<file path="src/rtl/fp16_mac_ctrl_if.sv">
// Control bundle between the FP16 MAC sequencer, its job host and the MAC datapath.
// The master side is the sequencer; the slave side is the host plus datapath.
interface fp16_mac_ctrl_if #(
    parameter int CNT_W = 5
);
    logic             start;
    logic [CNT_W-1:0] len;
    logic             abort;
    logic             busy;
    logic             in_valid;
    logic             in_ready;
    logic             op_load;
    logic             mul_en;
    logic             norm_en;
    logic             acc_en;
    logic             acc_clr;
    logic             dp_ovf;
    logic             dp_unf;
    logic             done;
    logic             ovf_flag;
    logic             unf_flag;
    logic [CNT_W-1:0] elem_cnt;

    modport master (
        input  start, len, abort, in_valid, dp_ovf, dp_unf,
        output busy, in_ready, op_load, mul_en, norm_en, acc_en, acc_clr,
               done, ovf_flag, unf_flag, elem_cnt
    );

    modport slave (
        output start, len, abort, in_valid, dp_ovf, dp_unf,
        input  busy, in_ready, op_load, mul_en, norm_en, acc_en, acc_clr,
               done, ovf_flag, unf_flag, elem_cnt
    );
endinterface

</file>
<file path="src/rtl/fp16_mac_ctrl.sv">
// Sequencing controller for the non-pipelined FP16 MAC datapath: runs a dot-product
// job of len operand pairs, driving stage enables in order and collecting sticky flags.
module fp16_mac_ctrl #(
    parameter int MAX_LEN = 16,
    parameter int MUL_LAT = 2,
    parameter int CNT_W   = 5
) (
    input  logic            clk,
    input  logic            rst,
    fp16_mac_ctrl_if.master mac
);
    localparam int               MC_W     = (MUL_LAT > 1) ? $clog2(MUL_LAT) : 1;
    localparam logic [CNT_W-1:0] MAX_Q    = CNT_W'(MAX_LEN);
    localparam logic [CNT_W-1:0] CNT_ONE  = CNT_W'(1);
    localparam logic [MC_W-1:0]  MUL_LOAD = MC_W'(MUL_LAT - 1);
    localparam logic [MC_W-1:0]  MC_ONE   = MC_W'(1);

    typedef enum logic [2:0] {
        IDLE,
        CLEAR,
        WAIT_OP,
        MUL,
        NORM,
        ACC,
        DONE
    } state_t;

    state_t           state;
    state_t           nxt;
    logic [CNT_W-1:0] len_q;
    logic [CNT_W-1:0] elem_cnt_q;
    logic [MC_W-1:0]  mul_cnt;
    logic             busy_q;
    logic             rdy_q;
    logic             mul_en_q;
    logic             norm_en_q;
    logic             acc_en_q;
    logic             acc_clr_q;
    logic             done_q;
    logic             ovf_q;
    logic             unf_q;
    logic [CNT_W-1:0] len_clamped;

    assign len_clamped = (mac.len > MAX_Q) ? MAX_Q : mac.len;

    // abort outranks every transition; in IDLE it also masks a simultaneous start
    always_comb begin
        nxt = state;
        if (mac.abort) begin
            nxt = IDLE;
        end else begin
            case (state)
                IDLE:    if (mac.start) nxt = CLEAR;
                CLEAR:   nxt = (len_q == '0) ? DONE : WAIT_OP;
                WAIT_OP: if (mac.in_valid) nxt = MUL;
                MUL:     if (mul_cnt == '0) nxt = NORM;
                NORM:    nxt = ACC;
                ACC:     nxt = ((elem_cnt_q + CNT_ONE) == len_q) ? DONE : WAIT_OP;
                DONE:    nxt = IDLE;
                default: nxt = IDLE;
            endcase
        end
    end

    // Stage enables are decoded from the next state so they are registered
    // yet still line up with the cycle the FSM occupies that state.
    always_ff @(posedge clk or posedge rst) begin
        if (rst) begin
            state      <= IDLE;
            len_q      <= '0;
            elem_cnt_q <= '0;
            mul_cnt    <= '0;
            busy_q     <= 1'b0;
            rdy_q      <= 1'b0;
            mul_en_q   <= 1'b0;
            norm_en_q  <= 1'b0;
            acc_en_q   <= 1'b0;
            acc_clr_q  <= 1'b0;
            done_q     <= 1'b0;
            ovf_q      <= 1'b0;
            unf_q      <= 1'b0;
        end else begin
            state     <= nxt;
            busy_q    <= (nxt != IDLE);
            rdy_q     <= (nxt == WAIT_OP);
            mul_en_q  <= (nxt == MUL);
            norm_en_q <= (nxt == NORM);
            acc_en_q  <= (nxt == ACC);
            acc_clr_q <= (nxt == CLEAR);
            done_q    <= (nxt == DONE);

            if (state == WAIT_OP && mac.in_valid) begin
                mul_cnt <= MUL_LOAD;
            end else if (state == MUL && mul_cnt != '0) begin
                mul_cnt <= mul_cnt - MC_ONE;
            end

            if (mac.abort) begin
                if (state != IDLE) begin
                    elem_cnt_q <= '0;
                    ovf_q      <= 1'b0;
                    unf_q      <= 1'b0;
                end
            end else begin
                case (state)
                    IDLE: begin
                        if (mac.start) begin
                            len_q      <= len_clamped;
                            elem_cnt_q <= '0;
                            ovf_q      <= 1'b0;
                            unf_q      <= 1'b0;
                        end
                    end
                    NORM: begin
                        ovf_q <= ovf_q | mac.dp_ovf;
                        unf_q <= unf_q | mac.dp_unf;
                    end
                    ACC: begin
                        elem_cnt_q <= elem_cnt_q + CNT_ONE;
                    end
                    default: begin
                    end
                endcase
            end
        end
    end

    assign mac.busy     = busy_q;
    assign mac.in_ready = rdy_q;
    assign mac.op_load  = rdy_q & mac.in_valid;
    assign mac.mul_en   = mul_en_q;
    assign mac.norm_en  = norm_en_q;
    assign mac.acc_en   = acc_en_q;
    assign mac.acc_clr  = acc_clr_q;
    assign mac.done     = done_q;
    assign mac.ovf_flag = ovf_q;
    assign mac.unf_flag = unf_q;
    assign mac.elem_cnt = elem_cnt_q;

    a_one_stage: assert property (@(posedge clk) disable iff (rst)
        $onehot0({mac.op_load, mul_en_q, norm_en_q, acc_en_q, acc_clr_q}));

endmodule

</file>
<file path="src/flat_wrapper.sv">
// flat-port wrapper written by rule: the top's interface ports become plain ports
module fp16_mac_ctrl_flat 
#(
    parameter int MAX_LEN = 16,
    parameter int MUL_LAT = 2,
    parameter int CNT_W   = 5
)
  (clk, rst, mac_start, mac_len, mac_abort, mac_in_valid, mac_dp_ovf, mac_dp_unf, mac_busy, mac_in_ready, mac_op_load, mac_mul_en, mac_norm_en, mac_acc_en, mac_acc_clr, mac_done, mac_ovf_flag, mac_unf_flag, mac_elem_cnt);
  fp16_mac_ctrl_if #(.CNT_W(CNT_W)) mac_i ();
  input  logic clk;
  input  logic rst;
  input wire logic [$bits(mac_i.start)-1:0] mac_start;
  input wire logic [$bits(mac_i.len)-1:0] mac_len;
  input wire logic [$bits(mac_i.abort)-1:0] mac_abort;
  input wire logic [$bits(mac_i.in_valid)-1:0] mac_in_valid;
  input wire logic [$bits(mac_i.dp_ovf)-1:0] mac_dp_ovf;
  input wire logic [$bits(mac_i.dp_unf)-1:0] mac_dp_unf;
  output wire logic [$bits(mac_i.busy)-1:0] mac_busy;
  output wire logic [$bits(mac_i.in_ready)-1:0] mac_in_ready;
  output wire logic [$bits(mac_i.op_load)-1:0] mac_op_load;
  output wire logic [$bits(mac_i.mul_en)-1:0] mac_mul_en;
  output wire logic [$bits(mac_i.norm_en)-1:0] mac_norm_en;
  output wire logic [$bits(mac_i.acc_en)-1:0] mac_acc_en;
  output wire logic [$bits(mac_i.acc_clr)-1:0] mac_acc_clr;
  output wire logic [$bits(mac_i.done)-1:0] mac_done;
  output wire logic [$bits(mac_i.ovf_flag)-1:0] mac_ovf_flag;
  output wire logic [$bits(mac_i.unf_flag)-1:0] mac_unf_flag;
  output wire logic [$bits(mac_i.elem_cnt)-1:0] mac_elem_cnt;
  assign mac_i.start = mac_start;
  assign mac_i.len = mac_len;
  assign mac_i.abort = mac_abort;
  assign mac_i.in_valid = mac_in_valid;
  assign mac_i.dp_ovf = mac_dp_ovf;
  assign mac_i.dp_unf = mac_dp_unf;
  assign mac_busy = mac_i.busy;
  assign mac_in_ready = mac_i.in_ready;
  assign mac_op_load = mac_i.op_load;
  assign mac_mul_en = mac_i.mul_en;
  assign mac_norm_en = mac_i.norm_en;
  assign mac_acc_en = mac_i.acc_en;
  assign mac_acc_clr = mac_i.acc_clr;
  assign mac_done = mac_i.done;
  assign mac_ovf_flag = mac_i.ovf_flag;
  assign mac_unf_flag = mac_i.unf_flag;
  assign mac_elem_cnt = mac_i.elem_cnt;
  fp16_mac_ctrl #(.MAX_LEN(MAX_LEN), .MUL_LAT(MUL_LAT), .CNT_W(CNT_W)) u_core (.clk(clk), .rst(rst), .mac(mac_i));
endmodule
</file>
<file path="config.mk">
export PLATFORM = sky130hd
export DESIGN_NAME = fp16_mac_ctrl_flat
export DESIGN_NICKNAME = d
export VERILOG_FILES = /design/src/rtl/fp16_mac_ctrl_if.sv /design/src/rtl/fp16_mac_ctrl.sv /design/src/flat_wrapper.sv
export SDC_FILE = /design/constraint.sdc
export NUM_CORES = 1
export LEC_CHECK = 0
export BUFFER_PORTS_ARGS = -buffer_cell sky130_fd_sc_hd__buf_4
export CORE_MARGIN = 4
export CORE_UTILIZATION = 29
export DETAILED_ROUTE_END_ITERATION = 12
export PLACE_DENSITY = 0.44
export SETUP_SLACK_MARGIN = 0.15
export SLEW_MARGIN = 25
export SYNTH_ARGS = -nofsm -noshare
export SYNTH_HDL_FRONTEND = slang
export SYNTH_SLANG_ARGS = --single-unit
</file>
<file path="constraint.sdc">
create_clock -name clk -period 3.2 [get_ports clk]
set_input_delay 0.64 -clock clk [delete_from_list [all_inputs] [get_ports clk]]
set_output_delay 0.64 -clock clk [all_outputs]
set_load 0.02 [all_outputs]
</file>
# == Word-level counts from Yosys, hierarchy flattened ==
# Cells that the tools add are included.
# classes
n_reduce_logical,12
eq_ne,14
n_lt_le_gt_ge,1
n_addsub,2
n_mux,20
n_bitwise,4
# ops
cell,count
5-bit two-way mux,4
3-bit two-way mux,6
3-bit case mux with 6 select lines,1
"3-bit equality test, second input constant",5
"3-bit by 2-bit equality test with 1-bit output, second input constant",4
3-bit nonzero test,4
5-bit case mux with 2 select lines,1
3-bit AND reduction,3
"3-bit by 1-bit equality test with 1-bit output, second input constant",2
1-bit two-way mux,6
"5-bit by 1-bit adder with 5-bit output, second input constant",1
5-bit equality test,1
"5-bit greater-than comparator, second input constant",1
5-bit logical NOT,1
1-bit case mux with 2 select lines,2
3-bit logical NOT,1
"3-bit != test, second input constant",1
1-bit logical AND,2
"2-bit by 1-bit != test with 1-bit output, second input constant",1
1-bit bitwise OR,2
2-bit nonzero test,1
1-bit bitwise AND,1
1-bit NOT,1
"1-bit subtractor, second input constant",1
# totals
reg_bits,23

# == Logic depth before layout (Yosys ltp) ==
# Gate-level depths: netlist of run 1.
# depth
depth_word,6
ltp_mapped,6
mapped_depth_nobuf,5

# == Worst setup path after synthesis of run 1 ==
# Ideal clock, no wire load.
# synth_timing
path_kind,flip-flop to flip-flop
start,"register u_core.elem_cnt_q[0], in the netlist u_core.mac.elem_cnt[0]"
end,"register u_core.norm_en_q, in the netlist u_core.mac.norm_en"
synth_period_minus_slack_ns,1.889
stages_incl_launch_ff,6
path_buffers,0
t_arrival_ns,1.783
setup_slack_ns,1.311
cell_sequence,dfrtp_1 > ha_1 > xor2_1 > nor3_1 > nand4_1 > a2111oi_4
# synth_between
elab_chain_len,6
# synth_lines
item,line_no,text
start: declaration,fp16_mac_ctrl.sv:31,logic [CNT_W-1:0] elem_cnt_q;
start signal: assignment,fp16_mac_ctrl.sv:119,elem_cnt_q <= elem_cnt_q + CNT_ONE;
5-bit by 1-bit adder with 5-bit output,fp16_mac_ctrl.sv:58,ACC: nxt = ((elem_cnt_q + CNT_ONE) == len_q) ? DONE : WAIT_OP;
5-bit equality test,fp16_mac_ctrl.sv:58,
3-bit two-way mux,fp16_mac_ctrl.sv:58,
3-bit case mux with 6 select lines,fp16_mac_ctrl.sv:52,case (state)
3-bit two-way mux,fp16_mac_ctrl.sv:49,if (mac.abort) begin
3-bit equality test,fp16_mac_ctrl.sv:87,norm_en_q <= (nxt == NORM);
end signal: assignment,fp16_mac_ctrl.sv:87,
end: declaration,fp16_mac_ctrl.sv:36,logic norm_en_q;
# No other way between the ends.
# A chain may end at the register's enable or synchronous reset.

# == Worst setup path in the final report of run 1 ==
# Same ends and word-level chain as after synthesis.

==> reports/summary.txt, run 1 <==
status: finished clean
Avg Vias per Cell: 4.974
Total GRT Usage: 11.73%
gate count of the mapped netlist: 118
Hold Fails Final Rpt: 0
endpoint type of the worst setup path: flip-flop
R2R Setup Slk: 1.15 ns
Tcrit/Tclk final: 63.99%
# Max-Cap Violations: 0
measured slew at the worst slew-check pin: 0.8442 ns
clock slew at reported path FFs: 0.08 ns
Final min period: 2.048 ns
Seq/Total Area, Yosys: 46.09%
family with the most delay on the worst path: simple AND/OR/NAND/NOR gates
kind of critical path: flip-flop to flip-flop
Die Y: 73.62 um
core area: 4086 um^2
HP Class: input pin to async pin
DRC Markers: 0
dpl hpwl: 2070 um
cts repair resizes: 0
worst reg2reg path startpoint: u_core.mac.elem_cnt[0]
nets: 157
IO Count: 27
Register-to-Register Path Depth: 5
die area: 5420 um^2
first-pass GRT wire length: 4892 um
mean post-synth cell area: 10.58 um^2
Setup crit start: u_core.mac.elem_cnt[0]
clock sinks: 23
WP data arrival: 2.21 ns
Max stage delay on crit path: 0.45 ns
YS warnings: 0
# fillers: 429
Cell variety after synth: 41
Final setup violation count: 0
CP startpoint kind: flip-flop
Worst Path Buf+Inv: 0
number of flops mapped to enable cells by yosys: 0
fmax: 488.3 MHz
n_diodes: 0
Clock Tree Buf Depth: 2
TritonCTS buffer count: 3
GP Congestion: 0.7859
Slew Limit Fails: 0
I/O Buffers: 26
Critical Path Fanout Max: 5
Clock Root Buffer: clkbuf_8
post-CTS setup buffers: 0
Synth Net Count: 131
Yosys top cell by area: dfrtp_1
antenna violations before repair: 0
largest net degree at the start of global routing: 24
ANT nets after route: 0
Starting Density: 30.56%
Peak VDD IR: 386.5 uV
PwrDens: 511.5 nW/um^2
number of global-route vias before repair: 1024
share of async-settable or async-resettable flops after synthesis: 100.0%
Initial DRC Count: 37
critical-path cell list: ha_1, xor2_1, nor3_1, nand4_1, a2111oi_4
relative slew slack: 43.37%
skew final: 0.004519 ns
num rows: 23
insertion delay to the later sink of the worst-skew pair: 0.26 ns
P_leak: 0.0007103 uW
Post-CTS Hold Fix Bufs: 0
reg-to-reg endpoint: u_core.mac.norm_en
top post-synthesis cells by area: dfrtp_1 46%, xnor2_1 4.9%, o21ai_0 4.0%
Total Neg Setup Slack: 0 ns
first drt pass iteration count: 4
layout cell share with drive strength beyond 1: 29.37%
post-DR wirelength/cell: 14.18 um
top_reg_cell synth: dfrtp_1
slowest CP cell: dfrtp_1
top-area cell type share of the netlist area: 46.09%
area delta synth->final: 21.74%
GRT Residual Overflow: 0
fin util: 37.20%
FF+latch count, synth: 23
CTS tree: yes
CTS H-tree lvls: 1
WL final: 2736 um
mapped cell area: 1249 um^2
via count: 960
RSZ-0062 raised after global routing: no
Die X: 73.62 um
Required @ worst endpoint: 3.36 ns
[kinds of logic (layout without fill, tap and decap cells)]
| kind of cell | Yosys count | in the layout | synth area share, % |
|---|---|---|---|
| xor+xnor | 9 | 9 | 6.313 |
| fa+ha+maj | 1 | 1 | 1.002 |
| compound gates | 31 | 31 | 18.24 |
| flops | 23 | 23 | 46.09 |
| simple gates | 43 | 43 | 21.74 |
| mux | 4 | 4 | 3.507 |
| buf+inv | 7 | 32 | 3.106 |
[stage by stage]
stage                     instances  hold slack [ns]  cell area, um^2  worst slack (ns)  power, uW
after global placement          189           0.5224             1475             1.155      605.5
after global routing            193           0.4912             1520            0.9655      836.3
after detailed placement        189           0.5308             1475             1.167      605.9
final                           193           0.4361             1520             1.152      777.6
after floorplan                 118           0.4916             1249             1.311      541.7
after CTS                       193           0.5500             1520             1.125      790.0
[report_power, final]
| group | leakage (uW) | switching (uW) | total [uW] | internal (uW) |
|---|---|---|---|---|
| Combinational | 0.000380 | 113 | 218 | 105 |
| Clock | 0.0000228 | 92.5 | 181 | 88.9 |
| Sequential | 0.000307 | 48.8 | 379 | 330 |
| Total | 0.000710 | 254 | 778 | 524 |
[metal layers]
metal	vias up	GRT usage (%)	wire length, um
met5	-	0	0
met4	0	4.628	40
met3	4	3.967	157
met2	21	19.29	1349
met1	465	13.98	1188
li1	470	-	-
[flip-flops by register name, indices dropped and copies added, names as in the netlist]
register,cells
u_core.len_q,5
u_core.mac.elem_cnt,5
u_core.state,3
u_core.mac.acc_clr,1
u_core.mac.acc_en,1
u_core.mac.busy,1
u_core.mac.done,1
u_core.mac.in_ready,1
u_core.mac.mul_en,1
u_core.mac.norm_en,1
u_core.mac.ovf_flag,1
u_core.mac.unf_flag,1
u_core.mul_cnt,1
[worst max-delay path by stage]
stage / end / slack (ns) / depth (start not counted)
after detailed placement: u_core.mac.norm_en / 1.17 / 5
after global placement: u_core.mac.norm_en / 1.16 / 5
final: u_core.mac.norm_en / 1.15 / 5
after floorplan: u_core.mac.norm_en / 1.31 / 5
after CTS: u_core.mac.norm_en / 1.13 / 5
after global routing: u_core.mac.norm_en / 0.97 / 5
[area by class of cell]
class | count | area [um^2] | area share (%)
multi-input cells | 88 | 634.4 | 41.73
inverters | 2 | 7.507 | 0.4938
flip-flops and latches | 23 | 575.6 | 37.86
repair buffers | 26 | 195.2 | 12.84
clock buffers | 4 | 45.04 | 2.963
well taps | 50 | 62.56 | 4.115
[cells in the mapped netlist (2+ instances only)]
library cell / number
mux2_2: 3
clkbuf_1: 2
nor2_2: 2
inv_1: 2
a22o_1: 3
and2_1: 2
nand2b_1: 6
xnor2_1: 7
nor2_1: 4
nor2b_1: 4
a21oi_1: 5
nand2_1: 8
o21ai_0: 10
dfrtp_1: 23
a21o_1: 3
xor2_1: 2
a22oi_1: 2
nand3_1: 6
nor3_1: 2
[layout by cell type, fill, tap and decap left out, drive strengths merged, types with 2 or more instances in the layout]
cell type  synthesis  layout
nor2               6       6
mux2               3       3
nand3              6       6
a21o               3       3
xnor2              7       7
nand3b             2       2
nor3               3       3
a22oi              3       3
dfrtp             23      23
and2               2       2
o21ai             10      10
xor2               2       2
nand2              8       8
a21oi              5       5
nor2b              4       4
buf                3      26
clkbuf             2       4
a22o               3       3
nand2b             6       6
Note: power is estimated with default switching activity, not from simulation.
==> inputs of run 2 (changes only) <==
--- a/config.mk
+++ b/config.mk
@@ -9,7 +9,7 @@
 export CORE_MARGIN = 4
 export CORE_UTILIZATION = 29
 export DETAILED_ROUTE_END_ITERATION = 12
-export PLACE_DENSITY = 0.44
+export PLACE_DENSITY = 0.46
 export SETUP_SLACK_MARGIN = 0.15
 export SLEW_MARGIN = 25
 export SYNTH_ARGS = -nofsm -noshare
==> constraint.sdc (replaced) <==
create_clock -name clk -period 1.8 [get_ports clk]
set_input_delay 0.36 -clock clk [delete_from_list [all_inputs] [get_ports clk]]
set_output_delay 0.36 -clock clk [all_outputs]
set_load 0.02 [all_outputs]
==> run 2 against run 1 <==
Via count up 4.1%. Register-to-register slack worse by 1.0 ns. Worst setup slack lost 1.0 ns. Critical endpoint unchanged. Largest cell class unchanged.
==> reports/summary.txt, run 2 (synthesized netlist as in run 1, its figures left out) <==
number of global-route vias before repair: 1008 (-1.6%)
measured slew at the worst slew-check pin: 0.4045 ns (-0.4397 ns)
worst hold margin: 0.1336 ns (-0.3025 ns)
first drt pass iteration count: 4 (unchanged)
Tcrit/Tclk final: 94.13% (+30 points)
Clock Root Buffer: clkbuf_8
post-DR wirelength/cell: 13.65 um (-3.7%)
Tot Pwr: 1461 uW (+88%)
Peak VDD IR: 468.6 uV (+21%)
area delta synth->final: 33.07%
first-pass GRT wire length: 4843 um (-1.0%)
WP data arrival: 1.86 ns (-0.35 ns)
CTS tree: yes
Internal: 988.8 uW (+89%)
Slew Limit Fails: 0 (unchanged)
Critical Path Fanout Max: 5 (unchanged)
Final min period: 1.694 ns (-0.3533 ns)
commonest non-fill, non-tap cell in the layout: buf_4
post-route cell area: 1662 um^2 (+9.3%)
Starting Density: 30.56% (unchanged)
Net Sw Frac: 32.31% (-0.35 points)
relative slew slack: 72.94% (+30 points)
Die Y: 73.62 um (unchanged)
I/O Buffers: 26 (unchanged)
n_diodes: 0 (unchanged)
Initial DRC Count: 65 (+76%)
Total GRT Usage: 11.41% (-0.32 points)
num rows: 23 (unchanged)
ANT nets after route: 0 (unchanged)
Register-to-Register Path Depth: 4 (-1)
via count: 999 (+4.1%)
multi-input logic area: 663.1 um^2 (+4.5%)
clock slew at reported path FFs: 0.08 ns (about the same)
fin util: 40.66% (+3.5 points)
Required @ worst endpoint: 1.97 ns (-1.39 ns)
CTS H-tree lvls: 1 (unchanged)
Die X: 73.62 um (unchanged)
insertion delay to the later sink of the worst-skew pair: 0.26 ns (about the same)
# fillers: 417 (-2.8%)
GP Congestion: 0.7285 (-7.3%)
endpoint type of the worst setup path: flip-flop
status: finished clean
commonest cells after routing, fill and taps aside: 39 x buf_4, 20 x dfrtp_1, 8 x o21ai_0, 8 x nand2_1, 7 x xnor2_1
Clock Tree Buf Depth: 2 (unchanged)
part of the power in the clock network: 22.0% (-1.3 points)
dpl hpwl: 2173 um (+5.0%)
layout cell share with drive strength beyond 1: 38.85% (+9.5 points)
IO Count: 27 (unchanged)
# Max-Cap Violations: 0 (unchanged)
Combinational Power Share: 32.6% (+4.6 points)
Hold Fails Final Rpt: 0 (unchanged)
die area: 5420 um^2 (unchanged)
GRT Residual Overflow: 0 (unchanged)
Avg Vias per Cell: 4.826 (-3.0%)
DRC Markers: 0 (unchanged)
R2R Setup Slk: 0.11 ns (-1.05 ns)
post-place instance area: 1558 um^2 (+5.6%)
HP Class: input pin to async pin
Final setup violation count: 0 (unchanged)
antenna violations before repair: 0 (unchanged)
WL final: 2825 um (+3.3%)
kind of critical path: flip-flop to flip-flop
fmax: 590.2 MHz (+21%)
Reg power frac: 45.5% (-3.2 points)
P_leak: 0.0007818 uW (+10%)
CP startpoint kind: flip-flop
largest net degree at the start of global routing: 24 (unchanged)
nets: 171 (+8.9%)
clock sinks: 23 (unchanged)
register area: 579.3 um^2 (+0.65%)
core area: 4086 um^2 (unchanged)
TritonCTS buffer count: 3 (unchanged)
worst reg2reg path startpoint: u_core.len_q[1]
skew final: 0.004319 ns (-0.0002001 ns)
switching power: 472.0 uW (+86%)
PwrDens: 879.1 nW/um^2 (+72%)
reg-to-reg endpoint: u_core.mac.norm_en
RSZ-0062 raised after global routing: yes
-- run 2: power groups by stage --
stage / registers [uW] / clock network (uW) / logic, uW
2_1_floorplan: 671 / 0 / 293
3_3_place_gp: 673 / 0 / 439
3_5_place_dp: 675 / 0 / 441
4_1_cts: 661 / 335 / 474
5_1_grt: 675 / 354 / 526
6_report: 664 / 321 / 476
-- run 2: metrics by stage --
step,std cells,setup TNS [ns],setup WS (ns)
final,207,0,0.1056
after global routing,207,0,0.02932
after CTS,206,0,0.05837
after detailed placement,198,-0.008112,-0.008112
after global placement,198,0,0.04429
after floorplan,118,0,0.07658
-- run 2: area by class of cell --
cell class,count,share of cell area (%)
multi-input cells,88,39.91
flip-flops and latches,23,34.86
repair buffers,40,18.30
well taps,50,3.765
clock buffers,4,2.711
inverters,2,0.4518
-- run 2: worst max path at each step --
stage | to | start
CTS | u_core.mac.norm_en | u_core.len_q[3]
global route | u_core.mac.norm_en | u_core.len_q[1]
floorplan | u_core.mac.norm_en | u_core.mac.elem_cnt[1]
finish | u_core.mac.norm_en | u_core.len_q[1]
global placement | u_core.mac.norm_en | u_core.mac.elem_cnt[1]
detailed placement | u_core.mac.acc_en | u_core.mac.elem_cnt[1]
-- run 2: repair_timing --
action | CTS | global route
pin swaps | 5 | 5
setup buffers | 4 | 1
endpoints found under the setup margin | 7 | 12
gates resized for setup | 2 | 5
cloned | 0 | 0
hold buffers | 0 | 0
-- run 2: worst max-delay path, cell delays in order (launching register included) --
cell and delay [ns]:
dfrtp_1 0.39, or4_4 0.55, nor4_4 0.29, nor2_4 0.10, a2111oi_4 0.28
-- run 2: routing by layer --
metal  track usage, %  vias to the layer above  share of wire (%)
met3            3.010                        2                4.3
met4            2.414                        0               0.67
li1                 -                      500                  -
met1            15.16                      478                 47
met5                0                        -                  0
met2            18.60                       19                 48
